<file path="config.mk">
export PLATFORM = sky130hd
export DESIGN_NAME = booth_seq_mult
export DESIGN_NICKNAME = d
export VERILOG_FILES = /design/src/rtl/booth_seq_mult.sv
export SDC_FILE = /design/constraint.sdc
export NUM_CORES = 1
export LEC_CHECK = 0
export CAP_MARGIN = 20
export CORE_MARGIN = 3
export CORE_UTILIZATION = 57
export DETAILED_ROUTE_END_ITERATION = 12
export PLACE_DENSITY = 0.83
export SYNTH_ARGS = -nofsm -noshare
export SYNTH_HDL_FRONTEND = slang
export SYNTH_SLANG_ARGS = --single-unit
</file>
<file path="constraint.sdc">
create_clock -name clk_i -period 6.02 [get_ports clk_i]
set_input_delay 1.204 -clock clk_i [delete_from_list [all_inputs] [get_ports clk_i]]
set_output_delay 1.204 -clock clk_i [all_outputs]
set_load 0.02 [all_outputs]
</file>
<file path="src/rtl/booth_seq_mult.sv">
// Iterative radix-2 Booth multiplier: one recoding step per clock, W1 = WIDTH+1 steps per product.
// Operands and product pass through valid/ready handshakes; the product is held under backpressure.
module booth_seq_mult #(
    parameter int WIDTH = 4
) (
    input  logic                 clk_i,
    input  logic                 rst_i,
    input  logic                 in_valid_i,
    output logic                 in_ready_o,
    input  logic [WIDTH-1:0]     a_i,
    input  logic [WIDTH-1:0]     b_i,
    input  logic                 op_signed_i,
    output logic                 out_valid_o,
    input  logic                 out_ready_i,
    output logic [2*WIDTH-1:0]   product_o,
    output logic                 busy_o
);
    localparam int W1 = WIDTH + 1;
    localparam int AW = W1 + 1;       // guard bit keeps -M representable for M = -2^WIDTH
    localparam int CW = $clog2(W1);

    typedef enum logic [1:0] {
        S_IDLE,
        S_RUN,
        S_DONE
    } state_t;

    state_t               state_q, state_d;
    logic [CW-1:0]        cnt_q, cnt_d;
    logic [AW-1:0]        m_q, m_d;
    logic [AW-1:0]        acc_q, acc_d;
    logic [W1-1:0]        q_q, q_d;
    logic                 e_q, e_d;
    logic [2*WIDTH-1:0]   prod_q, prod_d;
    logic [AW-1:0]        sum;
    logic                 ext_a;
    logic                 ext_b;

    always_ff @(posedge clk_i or posedge rst_i) begin
        if (rst_i) begin
            state_q <= S_IDLE;
            cnt_q   <= '0;
            m_q     <= '0;
            acc_q   <= '0;
            q_q     <= '0;
            e_q     <= 1'b0;
            prod_q  <= '0;
        end else begin
            state_q <= state_d;
            cnt_q   <= cnt_d;
            m_q     <= m_d;
            acc_q   <= acc_d;
            q_q     <= q_d;
            e_q     <= e_d;
            prod_q  <= prod_d;
        end
    end

    always_comb begin
        state_d = state_q;
        cnt_d   = cnt_q;
        m_d     = m_q;
        acc_d   = acc_q;
        q_d     = q_q;
        e_d     = e_q;
        prod_d  = prod_q;
        sum     = acc_q;
        ext_a   = op_signed_i & a_i[WIDTH-1];
        ext_b   = op_signed_i & b_i[WIDTH-1];

        case (state_q)
            S_IDLE: begin
                if (in_valid_i) begin
                    m_d     = {{2{ext_a}}, a_i};
                    acc_d   = '0;
                    q_d     = {ext_b, b_i};
                    e_d     = 1'b0;
                    cnt_d   = '0;
                    state_d = S_RUN;
                end
            end
            S_RUN: begin
                case ({q_q[0], e_q})
                    2'b10:   sum = acc_q - m_q;
                    2'b01:   sum = acc_q + m_q;
                    default: sum = acc_q;
                endcase
                acc_d = {sum[AW-1], sum[AW-1:1]};
                q_d   = {sum[0], q_q[W1-1:1]};
                e_d   = q_q[0];
                cnt_d = cnt_q + 1'b1;
                if (cnt_q == CW'(W1 - 1)) begin
                    // Full 2*W1-bit product is {acc[W1-1:0], q}; keep its low 2*WIDTH bits.
                    prod_d  = {acc_d[WIDTH-2:0], q_d};
                    state_d = S_DONE;
                end
            end
            S_DONE: begin
                if (out_ready_i) begin
                    state_d = S_IDLE;
                end
            end
            default: state_d = S_IDLE;
        endcase
    end

    assign in_ready_o  = (state_q == S_IDLE);
    assign out_valid_o = (state_q == S_DONE);
    assign busy_o      = (state_q == S_RUN) || (state_q == S_DONE);
    assign product_o   = prod_q;

endmodule
</file>
[Word level (Yosys, flattened, before mapping)]
Cells that the tools add are included.
Operators by class
  add/subtract/negate cells: 3
  equal/unequal tests: 8
  mux-type cells: 13
  bitwise operators: 2
  reductions and logical operators: 7
Operator list (number)
  6-bit one-hot mux with 2 select lines: 2
  5-bit one-hot mux with 2 select lines: 1
  6-bit adder: 1
  2-bit 2-to-1 mux: 3
  6-bit 2-to-1 mux: 1
  2-bit one-hot mux with 3 select lines: 1
  3-bit one-hot mux with 2 select lines: 1
  2-bit AND reduction: 3
  6-bit subtractor: 1
  5-bit 2-to-1 mux: 1
  2-bit by 1-bit equality test with 1-bit output (second input constant): 2
  2-bit equality test (second input constant): 2
  2-bit inequality test (second input constant): 2
  3-bit by 1-bit adder with 3-bit output (second input constant): 1
  3-bit equality test (second input constant): 1
  3-bit 2-to-1 mux: 1
  3-bit AND reduction: 1
  1-bit bitwise AND: 2
  2-bit logical NOT: 1
  2-bit by 1-bit inequality test with 1-bit output (second input constant): 1
  1-bit one-hot mux with 2 select lines: 1
  2-bit nonzero test: 1
  1-bit logical OR: 1
  1-bit 2-to-1 mux: 1
Word-level totals
  flip-flop bits (word level): 30
  bits of input ports: 13
  output and inout bits: 11
  logic and storage cells: 40

[Longest topological paths before layout]
Gate-level depths: netlist of the first run.
  word-level depth: 3
  gate-level depth with buffers: 9
  gate-level depth less buffers: 9

[Worst setup path before layout of the first run]
Ideal clock, no wire load.
  path type: reg2reg
  start point: register q_q[0]
  end point: register acc_q[4]
  data arrival time: 2.192 ns
  required time: 5.951 ns
  path slack: 3.759 ns
  cell stages (with the launch flop): 9
  period minus slack after synthesis: 2.261 ns
  cell sequence: dfrtp_1 -> inv_1 -> ha_1 -> mux2_2 -> ha_1 -> a21o_1 -> a221o_1 -> a2111o_1 -> nand3_1
On the way
  word-level cells in the longest chain between the ends: 3
  elaborated cells between the ends (all ways): 4
  classes of those cells: 2 x eq/ne; 2 x mux
RTL lines
  start: declaration: RTL line 32  | logic [W1-1:0] q_q, q_d;
  start signal: assignment: RTL line 53  | q_q <= q_d;
  2-bit by 1-bit equality test with 1-bit output or 2-bit equality test (tied branches): RTL line 83  | case ({q_q[0], e_q})
  6-bit one-hot mux with 2 select lines *: RTL line 83
  6-bit one-hot mux with 2 select lines *: RTL line 71  | case (state_q)
  end signal: assignment: RTL line 44  | acc_q <= '0;
  end signal: assignment: RTL line 52  | acc_q <= acc_d;
  end: declaration: RTL line 31  | logic [AW-1:0] acc_q, acc_d;
Every way passes the cells marked *; elsewhere a longest branch is shown, timed or not.
A chain may end at the register's enable or synchronous reset.

[Worst setup path after layout of the first run]
  start point: register state_q[1]
  end point: output in_ready_o
On the way
  word-level cells in the longest chain between the ends: 1
RTL lines
  start: declaration: RTL line 28  | state_t state_q, state_d;
  start signal: assignment: RTL line 49  | state_q <= state_d;
  2-bit logical NOT: RTL line 107  | assign in_ready_o = (state_q == S_IDLE);
  end: declaration: RTL line 9  | output logic in_ready_o,
Every way passes these cells.

==> run_results.csv, run 1 <==
group,metric,value,unit
power,p_leak,0.938,nW
power,p_sw,0.000531,W
synthesis,ys_seq_area_frac,0.447,
synthesis,synth_area_leaders,"dfrtp_1, ha_1, mux2_2",
synthesis,synth_edf_count,0,
synthesis,synth_seq_cells,29,
timing,setup_violations,0,
floorplan,die_h,59.4,um
timing,timing.final.ws_setup,3090,ps
clock_network,cts_tree,"done",
synthesis,ys.flop_type,"dfrtp_1",
floorplan,rows,18,
synthesis,syn-num-nets,185,
drt,vias,1247,
worst_setup_path,endpoint,"in_ready_o",
timing,max_slew.worst_pin.slew,601,ps
floorplan,die_area,3530,um^2
clock_network,cts_hold_buf,0,
timing,clock_skew,12.1,ps
global_routing,grt_usage,0.209,
worst_setup_path,reg2reg_slack,3470,ps
status,status,"finished clean",
worst_setup_path,crit_path_end_kind,"output port",
clock_network,cts.sinks,29,
synthesis,synthCells,158,
drt,drt_iter0_markers,36,
worst_setup_path,r2r-end,"acc_q[4]",
clock_network,cts_max_level,2,
run,drv_cap,0,
placement,hpwlAfterDp,2370,um
drt,wl_per_cell,15.2,um
clock_network,cts-resized-gates,0,
worst_setup_path,crit_type,"reg2out",
global_routing,overflow,0,
synthesis,syn_area,1620,um^2
finish,area_delta_synth_final,23.7,%
placement,place_ws,3090,ps
worst_setup_path,cp-start-kind,"flop",
clock_network,cts_setup_buffers,0,
synthesis,yosys_warnings,0,
power,ir_drop,0.000538,V
synthesis,syn_avg_cell_area,10.3,um^2
placement,gp_congestion,0.786,
synthesis,synth_cell_types,37,
power,pwr-share-comb,0.567,
global_routing,grt_pass1_vias,1277,
finish,antenna_cells,0,
worst_setup_path,r2r-start,"q_q[0]",
global_routing,antenna_found_initial,0,
synthesis,synth_top_area_share,0.447,
synthesis,synthArstFlopShare,1.00,
drt,vias_per_cell,5.77,
drt,ant_nets,0,
timing,hold_viol,0,
finish,nets,212,
worst_setup_path,critPathRequiredTime,4820,ps
placement,numPortBuffers,23,
timing,slew_headroom,0.600,
floorplan,core-area,2590,um^2
timing,drv_slew,0,
drt,drc,0,
timing,timing.fmax,0.341,GHz
worst_setup_path,cp_max_fo,6,
placement,dp_cells,206,
synthesis,yosys.area.top_type,"dfrtp_1",
finish,drive_gt1_frac,0.129,
worst_setup_path,reg2regPathDepth,8,
floorplan,initial_core_util,0.627,
drt,drt_pass1_iterations,4,
power,pwr-share-clk,0.155,
drt,routed_wl,3290,um
clock_network,clk_pin_slew,100,ps
power,pwr-share-seq,0.278,
floorplan,die_x,59.4,um
floorplan,design.portCount,24,
power,p_int,0.000741,W
timing,rsz0062_at_grt,"no",
timing,fin_tns_setup,0,ps
timing,timing.final.crit_share,0.487,
power,power_density,633,nW/um^2
power,swShare,0.418,
worst_setup_path,crit_path_start,"state_q[1]",
finish,final_cells,216,
hold_path,hp-class,"reg2reg",
finish,final_util,0.776,
clock_network,ctsLongestPathBuffers,2,
global_routing,grt_max_degree,30,
global_routing,grt_pass1_wl,5550,um
timing,period_needed,2930,ps
worst_setup_path,cp.arrival,1730,ps
clock_network,cts_root_buf,"clkbuf_4",
clock_network,clk-insertion-delay-late,320,ps
clock_network,cts_buffers,5,
==> how the worst min path moves through the flow <==
stage,slack [ps],cells after the start,endpoint,start
finish,490,2,product_o[6],product_o[6]
global route,530,2,product_o[6],product_o[6]
CTS,500,2,product_o[6],product_o[6]
detailed placement,470,2,product_o[6],product_o[6]
global placement,470,2,product_o[6],product_o[6]
floorplan,450,2,q_q[0],q_q[0]
==> registers in the layout, indices dropped and copies added, names as in the netlist <==
name,cells
product_o,8
acc_q,5
m_q,5
q_q,5
cnt_q,3
state_q,2
e_q,1
==> Yosys cell counts (2+ instances only) <==
| cell | instances |
|---|---|
| dfrtp_1 | 29 |
| nand2_1 | 21 |
| o21ai_0 | 14 |
| ha_1 | 13 |
| mux2_2 | 13 |
| inv_1 | 9 |
| a21oi_1 | 7 |
| nor2_1 | 7 |
| xor2_1 | 5 |
| clkbuf_1 | 4 |
| mux2i_1 | 4 |
| a21o_1 | 2 |
| and3_1 | 2 |
| nand3_1 | 2 |
| nor2b_1 | 2 |
| o221ai_1 | 2 |
| o22a_1 | 2 |
==> logic make-up after synthesis <==
logic type | Yosys count | synth area share
mux | 17 | 0.115
xor+xnor | 6 | 0.0324
buf+inv | 14 | 0.0331
fa+ha+maj | 14 | 0.112
flops | 29 | 0.447
compound gates | 36 | 0.143
simple gates | 42 | 0.118
==> layer usage <==
layer / share of wire / vias to the layer above / GRT usage
met2: 0.49 / 32 / 0.337
met1: 0.45 / 600 / 0.269
met4: 0.016 / 0 / 0.0647
li1: - / 607 / -
met3: 0.040 / 8 / 0.0632
met5: 0 / - / 0
==> per-stage QoR <==
stage	hold WS, ps	instance area, um^2	total power, W
floorplan	450	1620	0.000859
global placement	466	1870	0.00102
detailed placement	472	1870	0.00106
CTS	495	1970	0.00126
global route	530	2010	0.00137
finish	490	2010	0.00127
==> cell usage in the layout (no fill, tap or decap), types with 2 or more instances in the layout <==
master           instances
ha_1                    13
a21o_1                   2
o21ai_0                 14
o221ai_1                 2
mux2i_1                  4
o22a_1                   2
nand3_1                  2
nor2b_1                  2
a21oi_1                  7
inv_1                    9
clkbuf_4                 5
xor2_1                   5
bufinv_16                2
nor2_1                   7
mux2_2                  13
nand2_1                 21
clkdlybuf4s50_1         23
dfrtp_1                 29
and3_1                   2
==> power by group through the flow <==
stage | Sequential, W | Combinational, W | Clock, W
2_1_floorplan | 0.000367 | 0.000492 | 0
3_3_place_gp | 0.000351 | 0.000667 | 0
3_5_place_dp | 0.000356 | 0.000701 | 0
4_1_cts | 0.000353 | 0.000709 | 0.000201
5_1_grt | 0.000368 | 0.000796 | 0.000211
6_report | 0.000353 | 0.000721 | 0.000198
==> layout make-up <==
class,count,area (um^2)
clock buffer,5,37.5
clock inverter,3,65.1
fill,176,581
inverter,9,33.8
multi-input combinational,115,845
sequential,29,726
tap,30,37.5
timing repair buffer,25,265
==> worst max-delay path, cell delays in order (launching register included) <==
cell and delay [ps]:
dfrtp_1 410, inv_1 100, ha_1 270, clkdlybuf4s50_1 640
Power figures use the tool's default switching activity.
==> run 2: changes to the inputs <==
--- a/config.mk
+++ b/config.mk
@@ -7,9 +7,9 @@
 export LEC_CHECK = 0
 export CAP_MARGIN = 20
 export CORE_MARGIN = 3
-export CORE_UTILIZATION = 57
+export CORE_UTILIZATION = 48
 export DETAILED_ROUTE_END_ITERATION = 12
-export PLACE_DENSITY = 0.83
+export PLACE_DENSITY = 0.75
 export SYNTH_ARGS = -nofsm -noshare
 export SYNTH_HDL_FRONTEND = slang
 export SYNTH_SLANG_ARGS = --single-unit
==> constraint.sdc (replaced) <==
create_clock -name clk_i -period 2.36 [get_ports clk_i]
set_input_delay 0.472 -clock clk_i [delete_from_list [all_inputs] [get_ports clk_i]]
set_output_delay 0.472 -clock clk_i [all_outputs]
set_load 0.02 [all_outputs]
==> run_results.csv, run 2 (synthesis gave the netlist of run 1 again) <==
group,metric,value,unit
worst_setup_path,crit_path_end_kind,"flop",
global_routing,grt_usage,0.182,
clock_network,cts_tree,"done",
worst_setup_path,r2r-end,"acc_q[3]",
floorplan,die_h,64.2,um
floorplan,die_x,64.2,um
timing,rsz0062_at_grt,"no",
worst_setup_path,reg2regPathDepth,8,
power,p_leak,0.960,nW
power,power,0.00344,W
placement,gp_congestion,0.807,
drt,vias_per_cell,5.36,
placement,hpwlAfterDp,2410,um
clock_network,clk-insertion-delay-late,340,ps
floorplan,design.portCount,24,
floorplan,die_area,4120,um^2
worst_setup_path,crit_type,"reg2reg",
placement,numPortBuffers,23,
timing,clock_skew,9.99,ps
drt,ant_nets,0,
worst_setup_path,cp.arrival,2460,ps
timing,slew_headroom,0.664,
finish,drive_gt1_frac,0.191,
finish,stdcell_area,2090,um^2
clock_network,ctsLongestPathBuffers,2,
clock_network,cts_buffers,5,
clock_network,cts.sinks,29,
worst_setup_path,cp-start-kind,"flop",
global_routing,overflow,0,
global_routing,antenna_found_initial,0,
drt,drt_iter0_markers,106,
floorplan,rows,20,
floorplan,initial_core_util,0.519,
finish,nets,220,
timing,setup_violations,0,
drt,wl_per_cell,14.3,um
worst_setup_path,critPathRequiredTime,2580,ps
global_routing,grt_pass1_wl,5790,um
power,power_density,1650,nW/um^2
floorplan,core-area,3130,um^2
timing,timing.final.crit_share,0.951,
placement,placed_area,1910,um^2
finish,most-common-layout-cells,"dfrtp_1, clkdlybuf4s50_1, nand2_1, o21ai_0, mux2_2",
drt,vias,1276,
run,drv_cap,0,
finish,area_delta_synth_final,28.5,%
status,status,"finished clean",
timing,max_slew.worst_pin.slew,502,ps
finish,n_fill_cell,242,
drt,drc,0,
worst_setup_path,reg2reg_slack,110,ps
clock_network,cts_root_buf,"clkbuf_4",
hold_path,hp-class,"in2async",
timing,holdWs,496,ps
finish,final_cells,238,
timing,hold_viol,0,
finish,final_common_cell,"dfrtp_1",
placement,dp_cells,223,
drt,routed_wl,3410,um
timing,period_needed,2250,ps
timing,drv_slew,0,
clock_network,clk_pin_slew,100,ps
global_routing,grt_pass1_vias,1305,
clock_network,cts_hold_buf,0,
timing,timing.fmax,0.445,GHz
global_routing,grt_max_degree,30,
worst_setup_path,cp_max_fo,5,
worst_setup_path,r2r-start,"m_q[0]",
clock_network,cts_max_level,2,
timing,fin_tns_setup,0,ps
power,ir_drop,0.000927,V
finish,antenna_cells,0,
finish,largest_reg_flops,8,
drt,drt_pass1_iterations,4,
run 2: worst max-delay path, stage by stage, from the launching register on:
cell	delay, ps
dfrtp_1	430
inv_1	80
ha_2	260
mux2_4	300
fa_1	430
a21o_1	180
a21oi_1	170
xor2_1	160
o221ai_1	120
run 2: area by class of cell:
class	count	area (um^2)	area share
Timing Repair Buffer	33	305	0.146
Sequential cell	29	726	0.348
Inverter	9	33.8	0.0162
Tap cell	44	55.1	0.0264
Multi-Input combinational cell	115	882	0.423
Clock buffer	7	55.1	0.0264
Clock inverter	1	30.0	0.0144
run 2: through the flow:
step / util / worst slack [ps]
after floorplan: - / 99.0
after global placement: 0.611 / 40.4
after detailed placement: 0.611 / -22.4
after CTS: 0.642 / 3.93
after global routing: 0.667 / 39.2
final: 0.667 / 115
run 2: power by group:
group / switching (W) / total [W] / internal [W]
Clock: 0.000183 / 0.000436 / 0.000253
Combinational: 0.00105 / 0.00210 / 0.00105
Sequential: 0.000187 / 0.000906 / 0.000719
run 2: worst max path at each step:
stage                          end  slack [ps]   start  cells past startpoint
after floorplan           acc_q[4]         100  q_q[0]                      8
after global placement    acc_q[4]          40  q_q[0]                      8
after detailed placement  acc_q[4]         -20  q_q[0]                      8
after CTS                 acc_q[4]           4  m_q[0]                      9
after global routing      acc_q[3]          40  m_q[0]                      8
final                     acc_q[3]         110  m_q[0]                      8
run 2: what timing repair did:
action                     CTS  global route
buffers inserted             0             7
setup endpoints to repair    1             1
resized for setup            2             6
pin swaps                    0             5
run 2: per-layer routing:
layer  share of wire  track usage  wire length (um)  vias to the layer above
li1                -            -                 -                      624
met1            0.43        0.222              1470                      611
met2            0.49        0.295              1680                       32
met3           0.051       0.0492               175                        9
met4           0.023       0.0923                80                        0
met5               0            0                 0                        -
